**src/rtl/dcache_wb_dm_pkg.sv**
```systemverilog
// Shared constants and types for the direct-mapped write-back data cache.
package dcache_wb_dm_pkg;

    localparam int WORD_W  = 32;
    localparam int BLOCK_W = 128;
    localparam int OFF_W   = 2;
    localparam int ADDR_W  = 30;
    localparam int BADDR_W = ADDR_W - OFF_W;

    localparam logic [1:0] ST_COMPARE   = 2'd0;
    localparam logic [1:0] ST_WRITEBACK = 2'd1;
    localparam logic [1:0] ST_ALLOCATE  = 2'd2;

    typedef logic [WORD_W-1:0]  word_t;
    typedef logic [BLOCK_W-1:0] block_t;

    function automatic int index_w(input int num_blocks);
        return $clog2(num_blocks);
    endfunction

    function automatic int tag_w(input int num_blocks);
        return BADDR_W - $clog2(num_blocks);
    endfunction

endpackage

```
**src/rtl/dcache_wb_dm_if.sv**
```systemverilog
// Core-side and memory-side buses of the data cache, seen from the cache (slave) or its environment (master).
interface dcache_wb_dm_if;
    import dcache_wb_dm_pkg::*;

    logic                proc_read;
    logic                proc_write;
    logic [ADDR_W-1:0]   proc_addr;
    word_t               proc_wdata;
    logic                proc_stall;
    word_t               proc_rdata;

    logic                mem_read;
    logic                mem_write;
    logic [BADDR_W-1:0]  mem_addr;
    block_t              mem_wdata;
    logic                mem_ready;
    block_t              mem_rdata;

    modport slave (
        input  proc_read, proc_write, proc_addr, proc_wdata, mem_ready, mem_rdata,
        output proc_stall, proc_rdata, mem_read, mem_write, mem_addr, mem_wdata
    );

    modport master (
        output proc_read, proc_write, proc_addr, proc_wdata, mem_ready, mem_rdata,
        input  proc_stall, proc_rdata, mem_read, mem_write, mem_addr, mem_wdata
    );

endinterface

```
**src/rtl/dcache_line_array.sv**
```systemverilog
// Line storage: valid/dirty/tag/data per line, with a word-store port, a block-fill port and a combinational line read.
module dcache_line_array
    import dcache_wb_dm_pkg::*;
#(
    parameter  int NUM_BLOCKS = 8,
    localparam int IW         = index_w(NUM_BLOCKS),
    localparam int TW         = tag_w(NUM_BLOCKS)
) (
    input  logic             clk,
    input  logic             rst,
    input  logic [IW-1:0]    i_index,
    input  logic             i_word_we,
    input  logic [OFF_W-1:0] i_word_off,
    input  word_t            i_word_data,
    input  logic             i_fill_we,
    input  logic [TW-1:0]    i_fill_tag,
    input  block_t           i_fill_data,
    output logic             o_valid,
    output logic             o_dirty,
    output logic [TW-1:0]    o_tag,
    output block_t           o_data
);

    logic [NUM_BLOCKS-1:0] r_valid;
    logic [NUM_BLOCKS-1:0] r_dirty;
    logic [TW-1:0]         r_tag  [NUM_BLOCKS];
    block_t                r_data [NUM_BLOCKS];

    // Status bits: the only storage reset has to clear; a fill always leaves the line clean.
    always_ff @(posedge clk) begin
        if (rst) begin
            r_valid <= '0;
            r_dirty <= '0;
        end else if (i_fill_we) begin
            r_valid[i_index] <= 1'b1;
            r_dirty[i_index] <= 1'b0;
        end else if (i_word_we) begin
            r_dirty[i_index] <= 1'b1;
        end
    end

    // Tag and data payload: a whole block on refill, one word on a store hit.
    always_ff @(posedge clk) begin
        if (i_fill_we) begin
            r_tag[i_index]  <= i_fill_tag;
            r_data[i_index] <= i_fill_data;
        end else if (i_word_we) begin
            r_data[i_index][{i_word_off, 5'd0} +: WORD_W] <= i_word_data;
        end
    end

    assign o_valid = r_valid[i_index];
    assign o_dirty = r_dirty[i_index];
    assign o_tag   = r_tag[i_index];
    assign o_data  = r_data[i_index];

endmodule

```
**src/rtl/dcache_wb_dm.sv**
```systemverilog
// Direct-mapped, write-back, write-allocate data cache: hit logic and the COMPARE/WRITEBACK/ALLOCATE miss FSM.
module dcache_wb_dm
    import dcache_wb_dm_pkg::*;
#(
    parameter int NUM_BLOCKS = 8
) (
    input  logic          clk,
    input  logic          rst,
    dcache_wb_dm_if.slave bus
);

    localparam int IW = index_w(NUM_BLOCKS);
    localparam int TW = tag_w(NUM_BLOCKS);

    logic [1:0]       r_state;
    logic [1:0]       w_state_nxt;
    logic [OFF_W-1:0] w_off;
    logic [IW-1:0]    w_index;
    logic [TW-1:0]    w_tag;
    logic             w_req;
    logic             w_hit;
    logic             w_line_valid;
    logic             w_line_dirty;
    logic [TW-1:0]    w_line_tag;
    block_t           w_line_data;
    logic             w_word_we;
    logic             w_fill_we;

    assign w_off   = bus.proc_addr[OFF_W-1:0];
    assign w_index = bus.proc_addr[OFF_W+IW-1:OFF_W];
    assign w_tag   = bus.proc_addr[ADDR_W-1:OFF_W+IW];
    assign w_req   = bus.proc_read | bus.proc_write;
    assign w_hit   = w_line_valid && (w_line_tag == w_tag);

    dcache_line_array #(
        .NUM_BLOCKS (NUM_BLOCKS)
    ) u_lines (
        .clk         (clk),
        .rst         (rst),
        .i_index     (w_index),
        .i_word_we   (w_word_we),
        .i_word_off  (w_off),
        .i_word_data (bus.proc_wdata),
        .i_fill_we   (w_fill_we),
        .i_fill_tag  (w_tag),
        .i_fill_data (bus.mem_rdata),
        .o_valid     (w_line_valid),
        .o_dirty     (w_line_dirty),
        .o_tag       (w_line_tag),
        .o_data      (w_line_data)
    );

    // Next state and array write strobes; a read+write request is treated as a write.
    always_comb begin
        w_state_nxt = r_state;
        w_word_we   = 1'b0;
        w_fill_we   = 1'b0;
        case (r_state)
            ST_COMPARE: begin
                if (!w_req) begin
                    w_state_nxt = ST_COMPARE;
                end else if (w_hit) begin
                    w_word_we = bus.proc_write;
                end else if (w_line_valid && w_line_dirty) begin
                    w_state_nxt = ST_WRITEBACK;
                end else begin
                    w_state_nxt = ST_ALLOCATE;
                end
            end
            ST_WRITEBACK: begin
                if (bus.mem_ready) begin
                    w_state_nxt = ST_ALLOCATE;
                end else begin
                    w_state_nxt = ST_WRITEBACK;
                end
            end
            ST_ALLOCATE: begin
                if (bus.mem_ready) begin
                    w_fill_we   = 1'b1;
                    w_state_nxt = ST_COMPARE;
                end else begin
                    w_state_nxt = ST_ALLOCATE;
                end
            end
            default: begin
                w_state_nxt = ST_COMPARE;
            end
        endcase
    end

    // State register; reset abandons any memory transaction in flight.
    always_ff @(posedge clk) begin
        if (rst) begin
            r_state <= ST_COMPARE;
        end else begin
            r_state <= w_state_nxt;
        end
    end

    // Memory bus decode: write-back addresses the victim line, refill addresses the request.
    always_comb begin
        bus.mem_read  = 1'b0;
        bus.mem_write = 1'b0;
        bus.mem_addr  = bus.proc_addr[ADDR_W-1:OFF_W];
        if (r_state == ST_WRITEBACK) begin
            bus.mem_write = 1'b1;
            bus.mem_addr  = {w_line_tag, w_index};
        end else if (r_state == ST_ALLOCATE) begin
            bus.mem_read  = 1'b1;
        end else begin
            bus.mem_read  = 1'b0;
        end
    end

    assign bus.mem_wdata  = w_line_data;
    assign bus.proc_rdata = w_line_data[{w_off, 5'd0} +: WORD_W];
    assign bus.proc_stall = w_req && !((r_state == ST_COMPARE) && w_hit);

endmodule

```
**src/flat_wrapper.sv**
```systemverilog
// flat-port wrapper written by rule: the top's interface ports become plain ports
module dcache_wb_dm_flat import dcache_wb_dm_pkg::*;
#(
    parameter int NUM_BLOCKS = 8
)
  (clk, rst, bus_proc_read, bus_proc_write, bus_proc_addr, bus_proc_wdata, bus_mem_ready, bus_mem_rdata, bus_proc_stall, bus_proc_rdata, bus_mem_read, bus_mem_write, bus_mem_addr, bus_mem_wdata);
  dcache_wb_dm_if bus_i ();
  input  logic clk;
  input  logic rst;
  input wire logic [$bits(bus_i.proc_read)-1:0] bus_proc_read;
  input wire logic [$bits(bus_i.proc_write)-1:0] bus_proc_write;
  input wire logic [$bits(bus_i.proc_addr)-1:0] bus_proc_addr;
  input wire logic [$bits(bus_i.proc_wdata)-1:0] bus_proc_wdata;
  input wire logic [$bits(bus_i.mem_ready)-1:0] bus_mem_ready;
  input wire logic [$bits(bus_i.mem_rdata)-1:0] bus_mem_rdata;
  output wire logic [$bits(bus_i.proc_stall)-1:0] bus_proc_stall;
  output wire logic [$bits(bus_i.proc_rdata)-1:0] bus_proc_rdata;
  output wire logic [$bits(bus_i.mem_read)-1:0] bus_mem_read;
  output wire logic [$bits(bus_i.mem_write)-1:0] bus_mem_write;
  output wire logic [$bits(bus_i.mem_addr)-1:0] bus_mem_addr;
  output wire logic [$bits(bus_i.mem_wdata)-1:0] bus_mem_wdata;
  assign bus_i.proc_read = bus_proc_read;
  assign bus_i.proc_write = bus_proc_write;
  assign bus_i.proc_addr = bus_proc_addr;
  assign bus_i.proc_wdata = bus_proc_wdata;
  assign bus_i.mem_ready = bus_mem_ready;
  assign bus_i.mem_rdata = bus_mem_rdata;
  assign bus_proc_stall = bus_i.proc_stall;
  assign bus_proc_rdata = bus_i.proc_rdata;
  assign bus_mem_read = bus_i.mem_read;
  assign bus_mem_write = bus_i.mem_write;
  assign bus_mem_addr = bus_i.mem_addr;
  assign bus_mem_wdata = bus_i.mem_wdata;
  dcache_wb_dm #(.NUM_BLOCKS(NUM_BLOCKS)) u_core (.clk(clk), .rst(rst), .bus(bus_i));
endmodule
```
**config.mk**
```make
export PLATFORM = sky130hd
export DESIGN_NAME = dcache_wb_dm_flat
export DESIGN_NICKNAME = d
export VERILOG_FILES = /design/src/rtl/dcache_wb_dm_pkg.sv /design/src/rtl/dcache_wb_dm_if.sv /design/src/rtl/dcache_line_array.sv /design/src/rtl/dcache_wb_dm.sv /design/src/flat_wrapper.sv
export SDC_FILE = /design/constraint.sdc
export NUM_CORES = 1
export LEC_CHECK = 0
export ABC_CLOCK_PERIOD_IN_PS = 6500
export BUFFER_PORTS_ARGS = -buffer_cell sky130_fd_sc_hd__buf_4
export CAP_MARGIN = 5
export CORE_MARGIN = 3
export CORE_UTILIZATION = 48
export CTS_CLUSTER_SIZE = 25
export DETAILED_ROUTE_END_ITERATION = 8
export PLACE_DENSITY = 0.78
export SYNTH_ARGS = -nofsm -noshare
export SYNTH_HDL_FRONTEND = slang
export SYNTH_SLANG_ARGS = --single-unit
export TNS_END_PERCENT = 10
```
**constraint.sdc**
```tcl
create_clock -name clk -period 6.5 [get_ports clk]
set_input_delay 0.65 -clock clk [delete_from_list [all_inputs] [get_ports clk]]
set_output_delay 0.65 -clock clk [all_outputs]
set_load 0.01 [all_outputs]
```
After elaboration in Yosys (flattened, before gate mapping) --
Memories as Yosys holds them, arrays and structs flattened. Index checks and enable logic that the tools add are counted.
Word-level totals: register bits after elaboration 18, memory bits (writable) 1224, bits of input ports 195, output and inout bits 191, word-level logic and storage cells 312, memories kept 2
Cells by class: $add $sub $neg 1, order comparisons 2, eq/ne operators 4, shifts and indexed selects 3, mux-type cells 156, bitwise logic cells 133, reduce and logical (&&, ||, !) cells 8
Memories:
- u_core.u_lines.r_data | depth 8, bits a word 128, rd ports 1, clocked after Yosys merged registers in 0, wr ports 1, line dcache_line_array.sv:27 | block_t r_data [NUM_BLOCKS];
- u_core.u_lines.r_tag | depth 8, bits a word 25, rd ports 1, clocked after Yosys merged registers in 0, wr ports 1, line dcache_line_array.sv:26 | logic [TW-1:0] r_tag [NUM_BLOCKS];
Operators by type and width (count):
- $mux W1 | 143
- $or A1 B1 Y1 | 129
- $mux W128 | 1
- $shift A32 B9 Y128 const A | 1
- $shiftx A128 B8 Y32 | 1
- $shiftx A32 B9 Y128 | 1
- $mux W28 | 1
- $eq A25 B25 Y1 | 1
- $mux W8 | 2
- $or A8 B8 Y8 | 2
- $mux W2 | 5
- $neg A7 Y9 | 1
- $and A8 B8 Y8 | 1
- $not A8 Y8 | 1
- $bmux W1 S3 | 2
- $pmux W2 S3 | 1
- $logic_and A1 B1 Y1 | 5
- $lt A3 B4 Y1 const B | 1
- $demux W1 S3 | 1
- $ge A3 B1 Y1 const B | 1
- $ne A3 B3 Y1 const B | 1
- $eq A2 B1 Y1 const B | 1
- $eq A2 B2 Y1 const B | 1
- $logic_not A2 Y1 | 1
- other kinds (2) | 2

Logic depth before layout (Yosys ltp) --
depth after elaboration 10, mapped depth 14, gate-level depth less buffers 7

Modules after synthesis --
From an unflattened synthesis, not the netlist that was laid out.
Unflattened totals: cells, all modules 2487, area, all modules 50260.7 µm²
Modules (own cells, without submodules):
- dcache_line_array | times used 1, cells an instance 2361, area each 48725.5 µm², sequential area each 37075.6 µm²
- dcache_wb_dm | times used 1, cells an instance 126, area each 1535.2 µm², sequential area each 40.0 µm²

Least setup slack after synthesis --
No wires, ideal clock.
kind input -> register, start input bus_proc_addr[0], end memory u_core.u_lines.r_data[2][0] (netlist name) (enable), library setup time 0.470 ns, arrival 5.092 ns, required time 6.030 ns, setup slack 0.938 ns, stages on the path 9, buffers on the path 3, path through clkbuf_1 > inv_1 > clkbuf_1 > clkbuf_1 > ha_1 > nand2_1 > nor3_1 > nand4_1 > a21boi_0
On the way: word-level cells in the longest chain between the ends 4
Ends and longest elaborated chain:
- start: declaration | line flat_wrapper.sv:12 | input wire logic [$bits(bus_i.proc_addr)-1:0] bus_proc_addr;
- $neg A7 Y9 | line dcache_line_array.sv:48 | r_data[i_index][{i_word_off, 5'd0} +: WORD_W] <= i_word_data;
- $shift A32 B9 Y128 | line dcache_line_array.sv:48
- $mux W128 (implied by the code) | line dcache_line_array.sv:48
- $or A1 B1 Y1 (no line)
- end: declaration | line dcache_line_array.sv:27
No other way between the ends.

Final worst setup path --
start input bus_proc_addr[3], end output bus_proc_rdata[16]
On the way: word-level cells in the longest chain between the ends 2
Ends and longest elaborated chain:
- $mem_v2 Z8 W128
- $shiftx A128 B8 Y32 | line dcache_wb_dm.sv:116 | assign bus.proc_rdata = w_line_data[{w_off, 5'd0} +: WORD_W];
- end: declaration | line flat_wrapper.sv:17 | output wire logic [$bits(bus_i.proc_rdata)-1:0] bus_proc_rdata;
No other way between the ends.

==> metrics.md <==
| Metric | Value |
|---|---|
| Num rows | `approximately 120` |
| Count leader, synth | `edfxtp_1` |
| Core Box Area | `slightly above 0.1 sq mm` |
| Inserted Clock Buffers | `117` |
| Fraction of layout cells with a size suffix above 1 | `between 20 and 25%` |
| Vias | `roughly 32000` |
| Final worst path period need | `slightly above 5 ns` |
| Slew margin rel. | `about 8.7%` |
| Largest net degree at the start of global routing | `79` |
| Drt wl/cell | `about 34 um` |
| Static Leak | `between 15 and 20 nW` |
| Clk_lat worst skew | `roughly 0.73 ns` |
| Crit path max-delay family | `buffers and inverters` |
| Die Height | `~330 um` |
| Max cap viols | `0` |
| Post-route ant nets | `0` |
| Yosys warns | `0` |
| Fillers | `between 7000 and 8000` |
| Most used cell, CP | `buf_4` |
| GRT Total Usage | `between 20% and 30%` |
| Crit. End Element | `output port` |
| Dpl ws | `roughly 1.1 ns` |
| DP Wirelength | `between 100000 and 150000 um` |
| Min-delay worst type | `in -> reg` |
| Status | `finished clean` |
| Yosys top cell area share | `roughly three quarters` |
| Routability Congestion | `just under 0.9` |
| DIE WIDTH | `327 um` |
| Critical Path Max Stage Delay | `between 0.6 and 0.7 ns` |
| Synth Cell Area | `0.0494 sq mm` |
| Area occupied by registers | `roughly 0.037 sq mm` |
| I/O pin count | `386` |
| Critical Path Slowest Stage Cell | `buf_4` |
| H-tree Lvls | `3` |
| Global-route wire length before repair | `227000 um` |
| Initial core utilization | `about half` |
| DR DRC count | `0` |
| Worst path bufs/invs | `4` |
| CTS tree | `built` |
| Hold Vio Cnt, Final | `0` |
| WP data arrival | `approximately 4.5 ns` |
| Multi-input gate area | `about 0.011 sq mm` |
| Achievable Freq | `slightly below 200 MHz` |
| Post-Syn Nets | `roughly 3100` |
| Fin nets | `about 3500` |
| Die area | `between 0.1 and 0.15 sq mm` |
| Clock tree root driver cell | `clkbuf_16` |
| DR vias/cell | `between 6 and 7` |
| WS Path Type | `in -> out` |
| Total Wirelength | `163000 um` |
| Seq/Total Area, Yosys | `between 70% and 80%` |
| Initial antenna violation count | `13` |
| Ys flop type | `edfxtp_1` |
| Setup bufs post-CTS | `0` |
| Post-synth top area cell | `edfxtp_1` |
| Most common library cells after synthesis | `1224 x edfxtp_1, 299 x a22oi_1, 206 x nand2_1` |
| Final Slew Violations | `0` |
| Peak VDD IR | `0.305 mV` |
| Ys async rst share | `0%` |
| Final setup fails | `0` |
| Count of hold-fix buffers inserted at cts | `0` |
| CP required | `around 6 ns` |
| Cts repair resizes | `0` |
| Fin Setup TNS | `0 ns` |
| Startpoint types | `input port` |
| Fin Clk Skew | `between 0.08 and 0.09 ns` |
| Tcrit/Tclk final | `roughly four fifths` |
| Vias in the first global route | `approximately 30000` |
| Avg Inst Size Synth | `16.9 sq um` |
| Total grt overflow | `0` |
| EDFF count, synth | `about 1200` |
| Cell Chain, Critical Path | `buf_4 -> buf_4 -> nor2_1 -> and2_4 -> buf_12 -> a22o_1 -> a221oi_1 -> nand3_1 -> mux4_2 -> buf_4` |
| Worst-path clk slew | `about 0.06 ns` |
| Synth cell types | `59` |
| Least-Margin Pin Slew | `1.36 ns` |
| PortBufs | `between 300 and 400` |
| Clock sink count | `about 1200` |
| Clock Path Buffers | `3` |
| PnR worst setup slack | `1.35 ns` |
| Iter 0 DRT Violations | `5295` |
| Ranking of synthesized cells by area | `edfxtp_1 74%, a22oi_1 4.5%, mux2i_1 3.4%` |
| #FFs+latches synth | `roughly 1200` |
| Syn Inst Count | `2918` |
| Area Growth Syn to Fin | `18.3%` |
| Initial DRT Pass Iterations | `6` |
| Unrepaired setup endpoints after global routing | `no` |
| Pwr/cell area | `between 200 and 300 mW/mm^2` |
| Largest fanout on the critical path | `between 50 and 60` |
## placed cells by master (no fill, tap or decap), types with 27 or more instances in the layout
| master | netlist | routed |
|---|---|---|
| mux2i_1 | 169 | 169 |
| nand4_1 | 37 | 37 |
| a221oi_1 | 76 | 76 |
| edfxtp_1 | 1224 | 1224 |
| o21ai_0 | 33 | 33 |
| clkinv_1 | 2 | 27 |
| a21oi_4 | 0 | 28 |
| a22o_1 | 79 | 79 |
| nand3_1 | 90 | 90 |
| mux2_2 | 45 | 45 |
| nor2_1 | 44 | 33 |
| mux4_2 | 69 | 69 |
| inv_1 | 132 | 131 |
| nand2_1 | 206 | 205 |
| a22oi_1 | 299 | 299 |
| clkbuf_16 | 0 | 118 |
| buf_4 | 9 | 477 |
## per-layer routing
layer	part of all wire [%]	GRT usage (%)	wire [um]	vias up
li1	-	-	-	12600
met1	33	38.5	53800	15700
met2	45	45.6	74300	2924
met3	15	8.68	24000	485
met4	6.8	17.0	11100	16
met5	0.083	0	135	-
## state kept, by name, summed over array words and instances (netlist names), named ones only
signal / flops
u_core.r_state: 2
u_core.u_lines.r_tag: 200
u_core.u_lines.r_valid: 8
u_core.u_lines.r_data: 1024
## power by group
part / switching, W / leakage, nW / internal, W / total, W
combinational: 0.000973 / 6.32 / 0.000498 / 0.00147
clock: 0.00298 / 1.93 / 0.00401 / 0.00699
sequential: 0.0000199 / 11.2 / 0.00888 / 0.00890
## stage by stage
stage	hold WS [ns]	instances	total power, W	utilization (%)	instance area, sq um
3_3_place_gp	0.444	4592	0.0105	53.4	54500
4_1_cts	0.177	4812	0.0173	57.3	58400
2_1_floorplan	0.433	2918	0.00970	-	49400
3_5_place_dp	0.456	4592	0.0105	53.4	54500
5_1_grt	0.200	4812	0.0177	57.3	58400
6_report	0.201	4819	0.0174	57.4	58400
## cell families after synthesis
kind of cell	Yosys count	share of synthesized area [%]
AO/OA/AOI/OAI	595	9.09
buffers and inverters	325	3.23
multiplexers	289	7.90
adder cells (fa/ha/maj)	5	0.127
AND/OR/NAND/NOR	449	4.28
flip-flops	1242	75.1
XOR/XNOR	13	0.231
## area by class of cell
| type | instances | share of cell area, % |
|---|---|---|
| Clock inverter | 80 | 1.55 |
| Timing Repair Buffer | 496 | 6.78 |
| Tap cell | 1368 | 2.93 |
| Multi-Input combinational cell | 1351 | 19.1 |
| Sequential cell | 1242 | 63.5 |
| Inverter | 135 | 0.867 |
| Clock buffer | 140 | 5.25 |
| Antenna cell | 7 | 0.0300 |
## path summary, 6_finish.rpt
path	startpoint	endpoint	slack (ns)	cells past startpoint
max	bus_proc_addr[3]	bus_proc_rdata[16]	1.35	10
min reg2reg	u_core.u_lines.r_valid[2]$_SDFFE_PP0P_	u_core.u_lines.r_valid[2]$_SDFFE_PP0P_	0.47	2
min	bus_proc_addr[11]	u_core.u_lines.r_tag[1][6]$_DFFE_PP_	0.20	1
max reg2reg	u_core.u_lines.r_tag[7][1]$_DFFE_PP_	u_core.u_lines.r_data[0][14]$_DFFE_PP_	2.18	8
No activity file was read; power rests on OpenSTA's default activity.
